--- src/rtl/vdec_hs_pkg.sv ---
// Shared definitions for the HS decoder CRC check path.
// Mode encodings, CRC-16 constants and check FSM states.
package vdec_hs_pkg;

  localparam logic [1:0] HS_PART1 = 2'b00;
  localparam logic [1:0] HS_PART2 = 2'b01;
  localparam logic [1:0] HS_AGCH  = 2'b10;

  localparam logic [15:0] CRC16_POLY = 16'h1021;
  localparam int          CRC_LEN    = 16;

  typedef enum logic [1:0] {
    ST_IDLE = 2'b00,
    ST_READ = 2'b01,
    ST_CMP  = 2'b10,
    ST_DONE = 2'b11
  } crc_state_t;

endpackage

--- src/rtl/vdec_crc16_ser.sv ---
// Single-bit serial CRC-16 LFSR.
// Clear has priority over a data step.
module vdec_crc16_ser
  import vdec_hs_pkg::*;
#(
  parameter logic [15:0] POLY = CRC16_POLY
) (
  input  logic        clk,
  input  logic        rst,
  input  logic        clr,
  input  logic        en,
  input  logic        din,
  output logic [15:0] crc
);

  logic [15:0] crc_q;
  logic [15:0] crc_d;
  logic        fb;

  always_comb begin
    crc_d = crc_q;
    fb    = din ^ crc_q[15];
    if (clr) begin
      crc_d = '0;
    end else if (en) begin
      crc_d = {crc_q[14:0], 1'b0} ^ (fb ? POLY : 16'h0000);
    end
  end

  always_ff @(posedge clk or posedge rst) begin
    if (rst) crc_q <= '0;
    else     crc_q <= crc_d;
  end

  assign crc = crc_q;

endmodule

--- src/rtl/vdec_hs_crc.sv ---
// CRC check engine: streams decoded bits from the bit buffer,
// runs CRC-16 over the info bits and compares against masked parity.
module vdec_hs_crc
  import vdec_hs_pkg::*;
#(
  parameter int          ADDR_W = 7,
  parameter int          LEN_W  = 6,
  parameter logic [15:0] POLY   = 16'h1021
) (
  input  logic              clk,
  input  logic              rst,
  input  logic              crc_start,
  output logic              crc_done,
  output logic              crc_match,
  input  logic [1:0]        hs_mode,
  input  logic              agch_crc_sel,
  input  logic [15:0]       ue_id,
  input  logic [15:0]       ernti_pri,
  input  logic [15:0]       ernti_sec,
  input  logic [LEN_W-1:0]  info_len,
  output logic              mem_rd_en,
  output logic [ADDR_W-1:0] mem_rd_addr,
  input  logic              mem_rd_data,
  output logic              busy
);

  crc_state_t        state_q, state_d;
  logic [ADDR_W-1:0] addr_q, addr_d;
  logic [ADDR_W-1:0] idx_q, idx_d;
  logic [ADDR_W-1:0] n_q, n_d;
  logic [ADDR_W-1:0] k_q, k_d;
  logic [15:0]       mask_q, mask_d;
  logic [15:0]       rx_q, rx_d;
  logic              vld_q, vld_d;
  logic              match_q, match_d;
  logic              crc_clr, crc_en, rd_en;
  logic [15:0]       crc;
  logic [15:0]       mask_sel;

  vdec_crc16_ser #(.POLY(POLY)) u_crc (
    .clk (clk),
    .rst (rst),
    .clr (crc_clr),
    .en  (crc_en),
    .din (mem_rd_data),
    .crc (crc)
  );

  always_comb begin
    mask_sel = 16'h0000;
    if (hs_mode == HS_PART2)  mask_sel = ue_id;
    else if (hs_mode[1])      mask_sel = agch_crc_sel ? ernti_sec : ernti_pri;
  end

  always_comb begin
    state_d = state_q;
    addr_d  = addr_q;
    idx_d   = idx_q;
    n_d     = n_q;
    k_d     = k_q;
    mask_d  = mask_q;
    rx_d    = rx_q;
    vld_d   = 1'b0;
    match_d = match_q;
    crc_clr = 1'b0;
    crc_en  = 1'b0;
    rd_en   = 1'b0;
    unique case (state_q)
      ST_IDLE: begin
        if (crc_start) begin
          k_d     = ADDR_W'(info_len);
          n_d     = ADDR_W'(info_len) + ADDR_W'(CRC_LEN);
          mask_d  = mask_sel;
          addr_d  = '0;
          rx_d    = '0;
          match_d = 1'b0;
          crc_clr = 1'b1;
          state_d = ST_READ;
        end
      end
      ST_READ: begin
        rd_en = (addr_q != n_q);
        vld_d = rd_en;
        idx_d = addr_q;
        if (rd_en) addr_d = addr_q + 1'b1;
        // Data arriving now belongs to the read issued last cycle.
        if (vld_q) begin
          if (idx_q < k_q) crc_en = 1'b1;
          else             rx_d = {rx_q[14:0], mem_rd_data};
        end
        if (!rd_en && vld_q) state_d = ST_CMP;
      end
      ST_CMP: begin
        match_d = ((crc ^ mask_q) == rx_q);
        state_d = ST_DONE;
      end
      ST_DONE: state_d = ST_IDLE;
      default: state_d = ST_IDLE;
    endcase
  end

  always_ff @(posedge clk or posedge rst) begin
    if (rst) begin
      state_q <= ST_IDLE;
      addr_q  <= '0;
      idx_q   <= '0;
      n_q     <= '0;
      k_q     <= '0;
      mask_q  <= '0;
      rx_q    <= '0;
      vld_q   <= 1'b0;
      match_q <= 1'b0;
    end else begin
      state_q <= state_d;
      addr_q  <= addr_d;
      idx_q   <= idx_d;
      n_q     <= n_d;
      k_q     <= k_d;
      mask_q  <= mask_d;
      rx_q    <= rx_d;
      vld_q   <= vld_d;
      match_q <= match_d;
    end
  end

  assign mem_rd_en   = rd_en;
  assign mem_rd_addr = addr_q;
  assign busy        = (state_q != ST_IDLE);
  assign crc_done    = (state_q == ST_DONE);
  assign crc_match   = match_q;

endmodule

--- config.mk ---
export PLATFORM = sky130hd
export DESIGN_NAME = vdec_hs_crc
export DESIGN_NICKNAME = d
export VERILOG_FILES = /design/src/rtl/vdec_hs_pkg.sv /design/src/rtl/vdec_crc16_ser.sv /design/src/rtl/vdec_hs_crc.sv
export SDC_FILE = /design/constraint.sdc
export NUM_CORES = 1
export LEC_CHECK = 0
export CORE_MARGIN = 1.5
export CORE_UTILIZATION = 40
export CTS_CLUSTER_DIAMETER = 40
export DETAILED_ROUTE_END_ITERATION = 10
export SYNTH_ARGS = -nofsm -noshare
export SYNTH_HDL_FRONTEND = slang
export SYNTH_SLANG_ARGS = --single-unit
--- constraint.sdc ---
create_clock -name clk -period 6.3 [get_ports clk]
set_clock_uncertainty 0.1 [all_clocks]
set_input_delay 1.89 -clock clk [delete_from_list [all_inputs] [get_ports clk]]
set_output_delay 1.89 -clock clk [all_outputs]
set_load 0.1 [all_outputs]
* Word-level counts from Yosys, hierarchy flattened
Cells that the tools add are included.
** Cells by class
- Add/sub/neg operators :: 2
- Multiplexer cells :: 24
- Equality and inequality tests :: 11
- Reductions and logical operators :: 12
- Bitwise operators :: 3
- Order comparisons :: 1
** Operators by type and width (number)
- $mux 16 :: 8
- $pmux 16 s2 :: 1
- $xor 16x16->16 :: 2
- $eq 16x16->1 :: 1
- $mux 7 :: 2
- $pmux 7 s2 :: 1
- $mux 13 :: 1
- $ne 2x2->1 const B :: 5
- $pmux 2 s4 :: 1
- $reduce_bool 2->1 :: 4
- $add 6x5->7 const B :: 1
- $add 7x1->7 const B :: 1
- $lt 7x6->1 :: 1
- $mux 1 :: 7
- $ne 7x7->1 :: 1
- $reduce_and 2->1 :: 3
- $eq 2x1->1 const B :: 2
- $eq 2x2->1 const B :: 2
- $mux 2 :: 2
- $reduce_and 4->1 :: 1
- $reduce_and 3->1 :: 1
- $logic_not 2->1 :: 1
- $pmux 1 s2 :: 1
- $logic_and 1x1->1 :: 1
- other kinds (2) :: 2
** Storage, ports and cells
- Register bits :: 79
- Output and inout bits :: 11

* Logic depth before layout (Yosys ltp)
Gate-level depths: netlist of run 1.
- Depth in word-level cells :: 6
- Depth in mapped cells :: 9
- Mapped depth without buffers :: 7

* Hierarchy
From an unflattened synthesis of run 1, not the netlist that was laid out.
** Second synthesis, totals
- Cell total of the unflattened synthesis :: 393
- Area total of the unflattened synthesis :: 4060.1 um^2
** By module, submodules not included
- vdec_hs_crc :: times used 1, cells each 334, area each 3363.2 um^2, seq. area each 1476.4 um^2
- vdec_crc16_ser :: times used 1, cells each 59, area each 696.9 um^2, seq. area each 400.4 um^2

* Worst setup path after synthesis of run 1
No wires, ideal clock.
- Path type :: register to output
- Start point :: reg addr_q[2] (netlist: mem_rd_addr[2])
- End point :: out mem_rd_en
- Data arrival time :: 2.986 ns
- Stages on the path, launching flop included :: 5
- Slack :: 1.324 ns
- Buffers on the path :: 1
- Path through :: dfrtp_1 > clkbuf_2 > xor2_1 > nor4_2 > a21oi_1
** Between the ends
- Cells in the longest elaborated chain, start to end :: 2
** RTL lines
- start, declared :: line vdec_hs_crc.sv:28 : logic [ADDR_W-1:0] addr_q, addr_d;
- start signal, assigned :: line vdec_hs_crc.sv:115 : addr_q <= addr_d;
- $ne 7x7->1 :: line vdec_hs_crc.sv:82 : rd_en = (addr_q != n_q);
- $mux 1 :: line vdec_hs_crc.sv:68 : unique case (state_q)
- end, declared :: line vdec_hs_crc.sv:21 : output logic mem_rd_en,
No other way between the ends.

* Worst setup path after layout of run 1
- Start point :: reg state_q[1]
- End point :: out busy
** Between the ends
- Cells in the longest elaborated chain, start to end :: 1
** RTL lines
- start, declared :: line vdec_hs_crc.sv:27 : crc_state_t state_q, state_d;
- start signal, assigned :: line vdec_hs_crc.sv:114 : state_q <= state_d;
- $reduce_bool 2->1 :: line vdec_hs_crc.sv:128 : assign busy = (state_q != ST_IDLE);
- end, declared :: line vdec_hs_crc.sv:24 : output logic busy
No other way between the ends.

==> summary.md, run 1 <==
| Metric | Value |
|---|---|
| Run status | finished clean |
| Library cell occupying the most area in the post-synthesis netlist | sky130_fd_sc_hd__dfrtp_1 |
| H-tree levels | 3 |
| Clock root buffer | sky130_fd_sc_hd__clkbuf_8 |
| Wirelength, routed | 8996 µm |
| Fraction of synthesized cell area in xor and xnor cells | 9.236% |
| Category of the most critical setup path | reg -> out |
| Fmax | 229.9 MHz |
| Total clock buffers created by CTS | 9 |
| Number of antenna violations at the first check in global routing | 0 |
| Unrepaired setup endpoints after global routing | no |
| Remaining routing DRC violations | 0 |
| Via count of the first global-routing pass | 2996 |
| Worst flop-to-flop path endpoint | rx_q[7] |
| Overall power | 2.204 mW |
| IR Drop Worst-Case VDD | 321.8 µV |
| Cells after DPL | 588 |
| Combinational family with the most area after synthesis | multiplexers |
| Area growth from synthesis to final layout | 24.49% |
| CTS tree | yes |
| Via Count | 2996 |
| Core region area | 0.009819 mm² |
| Startpoint Class | flop |
| Top post-synthesis cells by count | 75 x sky130_fd_sc_hd__dfrtp_1, 53 x sky130_fd_sc_hd__nor2_1, 39 x sky130_fd_sc_hd__nand2_1 |
| Post-placement setup slack | 1788 ps |
| CP Capture Type | output port |
| Asr flop ratio synth | 100.0% |
| Share of the synthesized area in the top cell type | 46.03% |
| Share of synthesized area spent on multiplexers | 14.58% |
| Number of routed nets with antenna violations | 0 |
| Tightest slew margin relative to the limit | 29.30% |
| Synthesized area divided by synthesized cell count | 10.14 µm² |
| Post-route minimum period | 4350 ps |
| Layout Nets | 539 |
| Overall die area | 0.01081 mm² |
| Adder-cell share of the synthesized area | 3.682% |
| Clock-pin slew reported for the worst setup and hold paths after clock tree synthesis | 80 ps |
| Hold Violations, Final | 0 |
| Pin count of the biggest net entering global routing | 50 |
| Data required time of the worst path | 4310 ps |
| Switching part of the total power | 42.08% |
| Initial Utilization | 41.53% |
| Dominant cells by area after synthesis | sky130_fd_sc_hd__dfrtp_1 46%, sky130_fd_sc_hd__mux2i_1 7.9%, sky130_fd_sc_hd__xnor2_1 7.5% |
| Detail-routed via count per cell | 4.968 |
| Finish-stage setup viols | 0 |
| Complex-gate fraction of the synthesized area | 7.978% |
| CTS hold repair buffers | 0 |
| Met1 routing resource usage after global routing | 25.51% |
| Clock network latency to the later pin of the worst-skew pair | 350 ps |
| Layout fillers | 958 |
| Count of TritonRoute iterations in the first routing pass | 4 |
| Dominant synthesized flop cell | sky130_fd_sc_hd__dfrtp_1 |
| Standby leakage power | 2.108 nW |
| Top Ports | 72 |
| Sum of overflow across all layers after global routing | 0 |
| Resized Gates After CTS | 0 |
| Sequential-to-total area share from yosys stat | 46.03% |
| Floorplan row count | 36 |
| Maximum net fanout on the critical path | 4 |
| Number of cells on the worst reg-to-reg path | 7 |
| Diodes inserted | 0 |
| Fin cells | 603 |
| Total clock sinks | 75 |
| Met2 track demand over resource in global routing | 26.58% |
| Fin Hold WS | 392.8 ps |
| Clock Power Share | 17.1% |
| Flop2flop setup slack | 3480 ps |
| Crit path arrival time | 2360 ps |
| Final critical-path share of the clock period | 69.05% |
| Min-Delay Path Class | reg -> reg |
| Buffers on Ports | 71 |
| Fin. max-slew vios | 0 |
| Number of buffers inserted to repair setup after CTS | 0 |
| Final weighted congestion in routability-driven placement | 0.8010 |
| Die extent in x | 104.0 µm |
| #FFs+latches synth | 75 |
| Source of the worst register-to-register timing path | state_q[0] |
| Total global-route track usage | 17.55% |
| Power spent charging and discharging nets | 927.5 µW |
| Global-route wire length before repair | 15090 µm |
| Worst slew pin tran | 1057 ps |
| Fraction of layout cells with a size suffix above 1 | 11.28% |
| Number of warning messages in the yosys log | 0 |
| Fraction of power consumed by combinational cells | 45.9% |
| Critical path destination | busy |
| Most common cell in the netlist | sky130_fd_sc_hd__dfrtp_1 |
| DR WL/cell | 14.92 µm |
| First element of the critical path | state_q[1] |
| Simple logic cell fraction of the synthesized area | 13.07% |
| Number of enable-type register cells in the synthesized netlist | 0 |
| GR Layer Usage met3 | 2.820% |
| Post-detailed-placement half-perimeter wirelength | 6515 µm |
| Final total negative setup slack | 0 ps |
| Share of total power in sequential cells | 37.0% |
| Number of violations of the max-capacitance limit | 0 |
| Gate count of the mapped netlist | 402 |
| Mapped Nets | 475 |
| Most congested layer reported by global routing | met2 |
| Internal power | 1.277 mW |
| Final setup margin | 1950 ps |
| Power per cell area | 434.2 mW/mm² |
| Clock tree buffer depth | 2 |
| Number of different library cells in the post-synthesis netlist | 44 |
| Total standard cell area after synthesis | 0.004078 mm² |
| Die outline height | 104.0 µm |
| Detailed router's first-iteration violation count | 89 |
[layer usage]
metal	vias to the layer above	part of all wire [%]
li1	1475	-
met1	1447	51
met2	64	44
met3	10	3.7
met4	0	1.4
met5	-	0
[cell usage in the layout, fill, tap and decap left out, types with 2 or more instances in the layout]
cell / netlist / layout
sky130_fd_sc_hd__nand3_1: 4 / 4
sky130_fd_sc_hd__nor4_1: 3 / 3
sky130_fd_sc_hd__clkinvlp_4: 0 / 2
sky130_fd_sc_hd__nand4_1: 5 / 5
sky130_fd_sc_hd__mux2_2: 23 / 23
sky130_fd_sc_hd__mux2i_1: 32 / 32
sky130_fd_sc_hd__clkdlybuf4s50_1: 0 / 70
sky130_fd_sc_hd__a21oi_1: 7 / 7
sky130_fd_sc_hd__nor2_1: 53 / 53
sky130_fd_sc_hd__dfrtp_1: 75 / 75
sky130_fd_sc_hd__xnor2_1: 35 / 35
sky130_fd_sc_hd__or3_1: 3 / 3
sky130_fd_sc_hd__nand2_1: 39 / 39
sky130_fd_sc_hd__clkbuf_8: 0 / 11
sky130_fd_sc_hd__inv_1: 29 / 28
sky130_fd_sc_hd__buf_4: 1 / 5
sky130_fd_sc_hd__nor3_1: 3 / 3
sky130_fd_sc_hd__nor2b_1: 2 / 2
sky130_fd_sc_hd__o21ai_0: 10 / 10
sky130_fd_sc_hd__ha_1: 12 / 12
sky130_fd_sc_hd__a221oi_1: 16 / 16
sky130_fd_sc_hd__xor2_1: 8 / 8
[cells by family (layout without fill, tap and decap cells)]
kind of cell,after synthesis,in the layout
muxes,56,56
DFF,75,75
xor gates and xnor gates,43,43
AOI/OAI and AO/OA,44,44
buffers and inverters,51,119
and+or+nand+nor,121,121
adders and majority gates,12,12
[power by group through the flow]
| stage | Clock, mW | Combinational (mW) | Sequential (mW) |
|---|---|---|---|
| 3_3_place_gp | 0 | 0.996 | 0.819 |
| 2_1_floorplan | 0 | 0.756 | 0.834 |
| 5_1_grt | 0.408 | 1.11 | 0.840 |
| 4_1_cts | 0.387 | 1.02 | 0.816 |
| 3_5_place_dp | 0 | 1.01 | 0.825 |
| 6_report | 0.378 | 1.01 | 0.815 |
[metrics by stage]
| step | utilization [%] | instance area (µm²) |
|---|---|---|
| finish | 51.69 | 5076 |
| global route | 51.69 | 5076 |
| CTS | 51.69 | 5076 |
| detailed placement | 49.64 | 4875 |
| global placement | 49.64 | 4875 |
| floorplan | - | 4078 |
[worst min-delay path by stage]
| stage | end | startpoint | slack, ps | depth (start not counted) |
|---|---|---|---|---|
| 3_3_place_gp | crc_match | crc_match | 380 | 2 |
| 4_1_cts | crc_match | crc_match | 400 | 2 |
| 6_report | crc_match | crc_match | 390 | 2 |
| 3_5_place_dp | crc_match | crc_match | 380 | 2 |
| 2_1_floorplan | n_q[5] | n_q[5] | 370 | 2 |
| 5_1_grt | crc_match | crc_match | 430 | 2 |
[layout make-up]
type	instances	area, µm²	share of cell area [%]
Inverter	29	108.9	2.144
Tap cell	133	166.4	3.278
Timing Repair Buffer	75	738.2	14.54
Multi-Input combinational cell	276	1984	39.09
Clock inverter	4	50.05	0.9859
Clock buffer	11	151.4	2.982
Sequential cell	75	1877	36.97
[sequential cells by signal (all words and copies together), names as in the netlist, 2 cells and up]
signal,flops
mem_rd_addr,7
n_q,7
u_crc.crc,16
state_q,2
k_q,2
mask_q,16
rx_q,16
idx_q,7
[worst max-delay path, stage by stage, from the launching register on]
cell and delay, ps:
sky130_fd_sc_hd__dfrtp_1 410, sky130_fd_sc_hd__inv_1 90, sky130_fd_sc_hd__ha_1 220, sky130_fd_sc_hd__inv_1 140
sky130_fd_sc_hd__clkdlybuf4s50_1 1150
Note: power is estimated with default switching activity, not from simulation.
==> run 2: changes to the inputs <==
clock period = 4.3 ns   (was 6.3 ns; I/O delays follow)
==> run 2 against run 1 <==
Against the previous run: register-to-register slack got worse by 1600 ps; clock power increased by 73%; via count increased by 0.10%; sequential power increased by 47%; first-iteration DRC count increased by 62%; setup slack got worse by 1100 ps; combinational power increased by 49%; global-route usage increased by 0.53 points; final cell count increased by 0.66%; non-clock buffer count increased by 3; total power increased by 52%.
==> summary.md, run 2 (synthesis results as in run 1) <==
| Metric | Value |
|---|---|
| Run status | finished clean (unchanged) |
| Remaining routing DRC violations | 0 (unchanged) |
| Number of buffers inserted to repair setup after CTS | 0 (unchanged) |
| Total clock sinks | 75 (unchanged) |
| Clock root buffer | sky130_fd_sc_hd__clkbuf_8 (unchanged) |
| Category of the most critical setup path | reg -> out (unchanged) |
| Standby leakage power | 2.153 nW (was 2.108 nW) |
| IR Drop Worst-Case VDD | 424.1 µV (was 321.8 µV) |
| Fmax | 289.5 MHz |
| CTS tree | yes (unchanged) |
| Highest-count cells in the layout ignoring fill and taps | 75 x sky130_fd_sc_hd__dfrtp_1, 66 x sky130_fd_sc_hd__clkdlybuf4s50_1, 53 x sky130_fd_sc_hd__nor2_1 (was 75 x sky130_fd_sc_hd__dfrtp_1, 70 x sky130_fd_sc_hd__clkdlybuf4s50_1, 53 x sky130_fd_sc_hd__nor2_1) |
| Most common library cell in the layout ignoring fill and taps | sky130_fd_sc_hd__dfrtp_1 (unchanged) |
| Pin count of the biggest net entering global routing | 49 (was 50) |
| Top Ports | 72 (unchanged) |
| Final total negative setup slack | 0 ps (unchanged) |
| Clock network latency to the later pin of the worst-skew pair | 350 ps (about the same) |
| Core region area | 0.009819 mm² (unchanged) |
| Unrepaired setup endpoints after global routing | no (unchanged) |
| Maximum net fanout on the critical path | 8 (was 4) |
| Total global-route track usage | 18.09% (was 17.55%) |
| Resized Gates After CTS | 0 (unchanged) |
| Crit path arrival time | 2060 ps (was 2360 ps) |
| Number of antenna violations at the first check in global routing | 0 (unchanged) |
| Max stage delay cell, worst path | sky130_fd_sc_hd__clkdlybuf4s50_1 (unchanged) |
| Min-Delay Path Class | reg -> reg (unchanged) |
| Cell-by-cell trace of the critical path | clkdlybuf4s50_1 (was inv_1, ha_1, inv_1, clkdlybuf4s50_1) |
| Total clock buffers created by CTS | 9 (unchanged) |
| CP Capture Type | output port (unchanged) |
| Fin. max-slew vios | 0 (unchanged) |
| Detail-routed via count per cell | 4.941 (was 4.968) |
| Number of violations of the max-capacitance limit | 0 (unchanged) |
| Layout Nets | 542 (was 539) |
| Number of routed nets with antenna violations | 0 (unchanged) |
| Largest delay share family, worst path | buffers and inverters (unchanged) |
| Data required time of the worst path | 2910 ps (was 4310 ps) |
| Overall die area | 0.01081 mm² (unchanged) |
| Worst slew pin tran | 1006 ps (was 1057 ps) |
| Detailed router's first-iteration violation count | 144 (was 89) |
| Fraction of layout cells with a size suffix above 1 | 13.08% (was 11.28%) |
| Bufs and invs on worst path | 1 (was 3) |
| Global-route wire length before repair | 15480 µm (was 15090 µm) |
| Final critical-path share of the clock period | 80.33% |
| CTS hold repair buffers | 0 (unchanged) |
| Placed instance area | 0.004903 mm² (was 0.004875 mm²) |
| Die outline height | 104.0 µm (unchanged) |
| Buffers on Ports | 71 (unchanged) |
| Startpoint Class | flop (unchanged) |
| Die extent in x | 104.0 µm (unchanged) |
| Power per cell area | 651.6 mW/mm² (was 434.2 mW/mm²) |
| Via Count | 2999 (was 2996) |
| Clock tree buffer depth | 2 (unchanged) |
| Via count of the first global-routing pass | 3126 (was 2996) |
| Wirelength, routed | 9090 µm (was 8996 µm) |
| Area growth from synthesis to final layout | 26.14% (was 24.49%) |
| Final standard cell area without fillers | 0.005144 mm² (was 0.005076 mm²) |
| Sum of overflow across all layers after global routing | 0 (unchanged) |
| Initial Utilization | 41.53% (unchanged) |
| Final weighted congestion in routability-driven placement | 0.8074 (was 0.8010) |
| Post-route minimum period | 3454 ps |
| Hold Violations, Final | 0 (unchanged) |
| Count of TritonRoute iterations in the first routing pass | 4 (unchanged) |
| Post-detailed-placement half-perimeter wirelength | 6504 µm (was 6515 µm) |
| Tightest slew margin relative to the limit | 32.80% (was 29.30%) |
| Utilization after layout | 52.38% (was 51.69%) |
| Diodes inserted | 0 (unchanged) |
| H-tree levels | 3 (unchanged) |
| Largest stage delay, worst path | 1190 ps (was 1150 ps) |
| Clock-pin slew reported for the worst setup and hold paths after clock tree synthesis | 80 ps (about the same) |
| Finish-stage setup viols | 0 (unchanged) |
| Floorplan row count | 36 (unchanged) |
| DR WL/cell | 14.98 µm (was 14.92 µm) |
## run 2: cell types whose count changed in the layout (fill, tap and decap cells not counted), sizes merged
cell / change
buf: +7
clkdlybuf4s50: -4
clkinvlp: -1
clkinv: +2
bufinv: +2
clkbuf: -2
## run 2: area by class of cell
class / instances / area [µm²]
clock inverter: 7 / 116.4
inverter: 29 / 108.9
tap: 133 / 166.4
clock buffer: 9 / 123.9
timing repair buffer: 78 / 763.2
fill: 934 / 4676
sequential: 75 / 1877
multi-input combinational: 276 / 1988
## run 2: path summary, 6_finish.rpt
check	from	endpoint	slack, ps	depth (start not counted)
min in group asynchronous	rst	k_q[4]	1260	2
max in group asynchronous	rst	rx_q[6]	2080	3
hold / removal	crc_match	crc_match	400	2
setup / recovery	mem_rd_addr[3]	mem_rd_addr[3]	850	1
hold reg to reg	crc_match	crc_match	400	2
setup reg to reg	state_q[1]	u_crc.crc[4]	1900	8
## run 2: where the power goes
part           switching, mW  internal (mW)  total [mW]
sequential             0.245          0.956        1.20
clock                  0.270          0.384       0.654
combinational          0.862          0.635        1.50
total                   1.38           1.97        3.35
## run 2: metrics by stage
step           worst slack [ps]  total power [mW]  std cells  hold WS, ps
3_5_place_dp              820.5             2.716        591        384.4
5_1_grt                   786.3             3.594        607        442.9
6_report                  845.6             3.352        607        397.5
2_1_floorplan             561.6             2.334        402        365.6
3_3_place_gp              786.3             2.688        591        377.5
4_1_cts                   831.8             3.386        607        403.1
## run 2: layer usage
| layer | part of all wire (%) | vias up | track usage (%) |
|---|---|---|---|
| li1 | - | 1489 | - |
| met1 | 51 | 1431 | 26.09 |
| met2 | 44 | 66 | 26.92 |
| met3 | 3.0 | 13 | 2.068 |
| met4 | 2.1 | 0 | 8.929 |
| met5 | 0 | - | 0 |
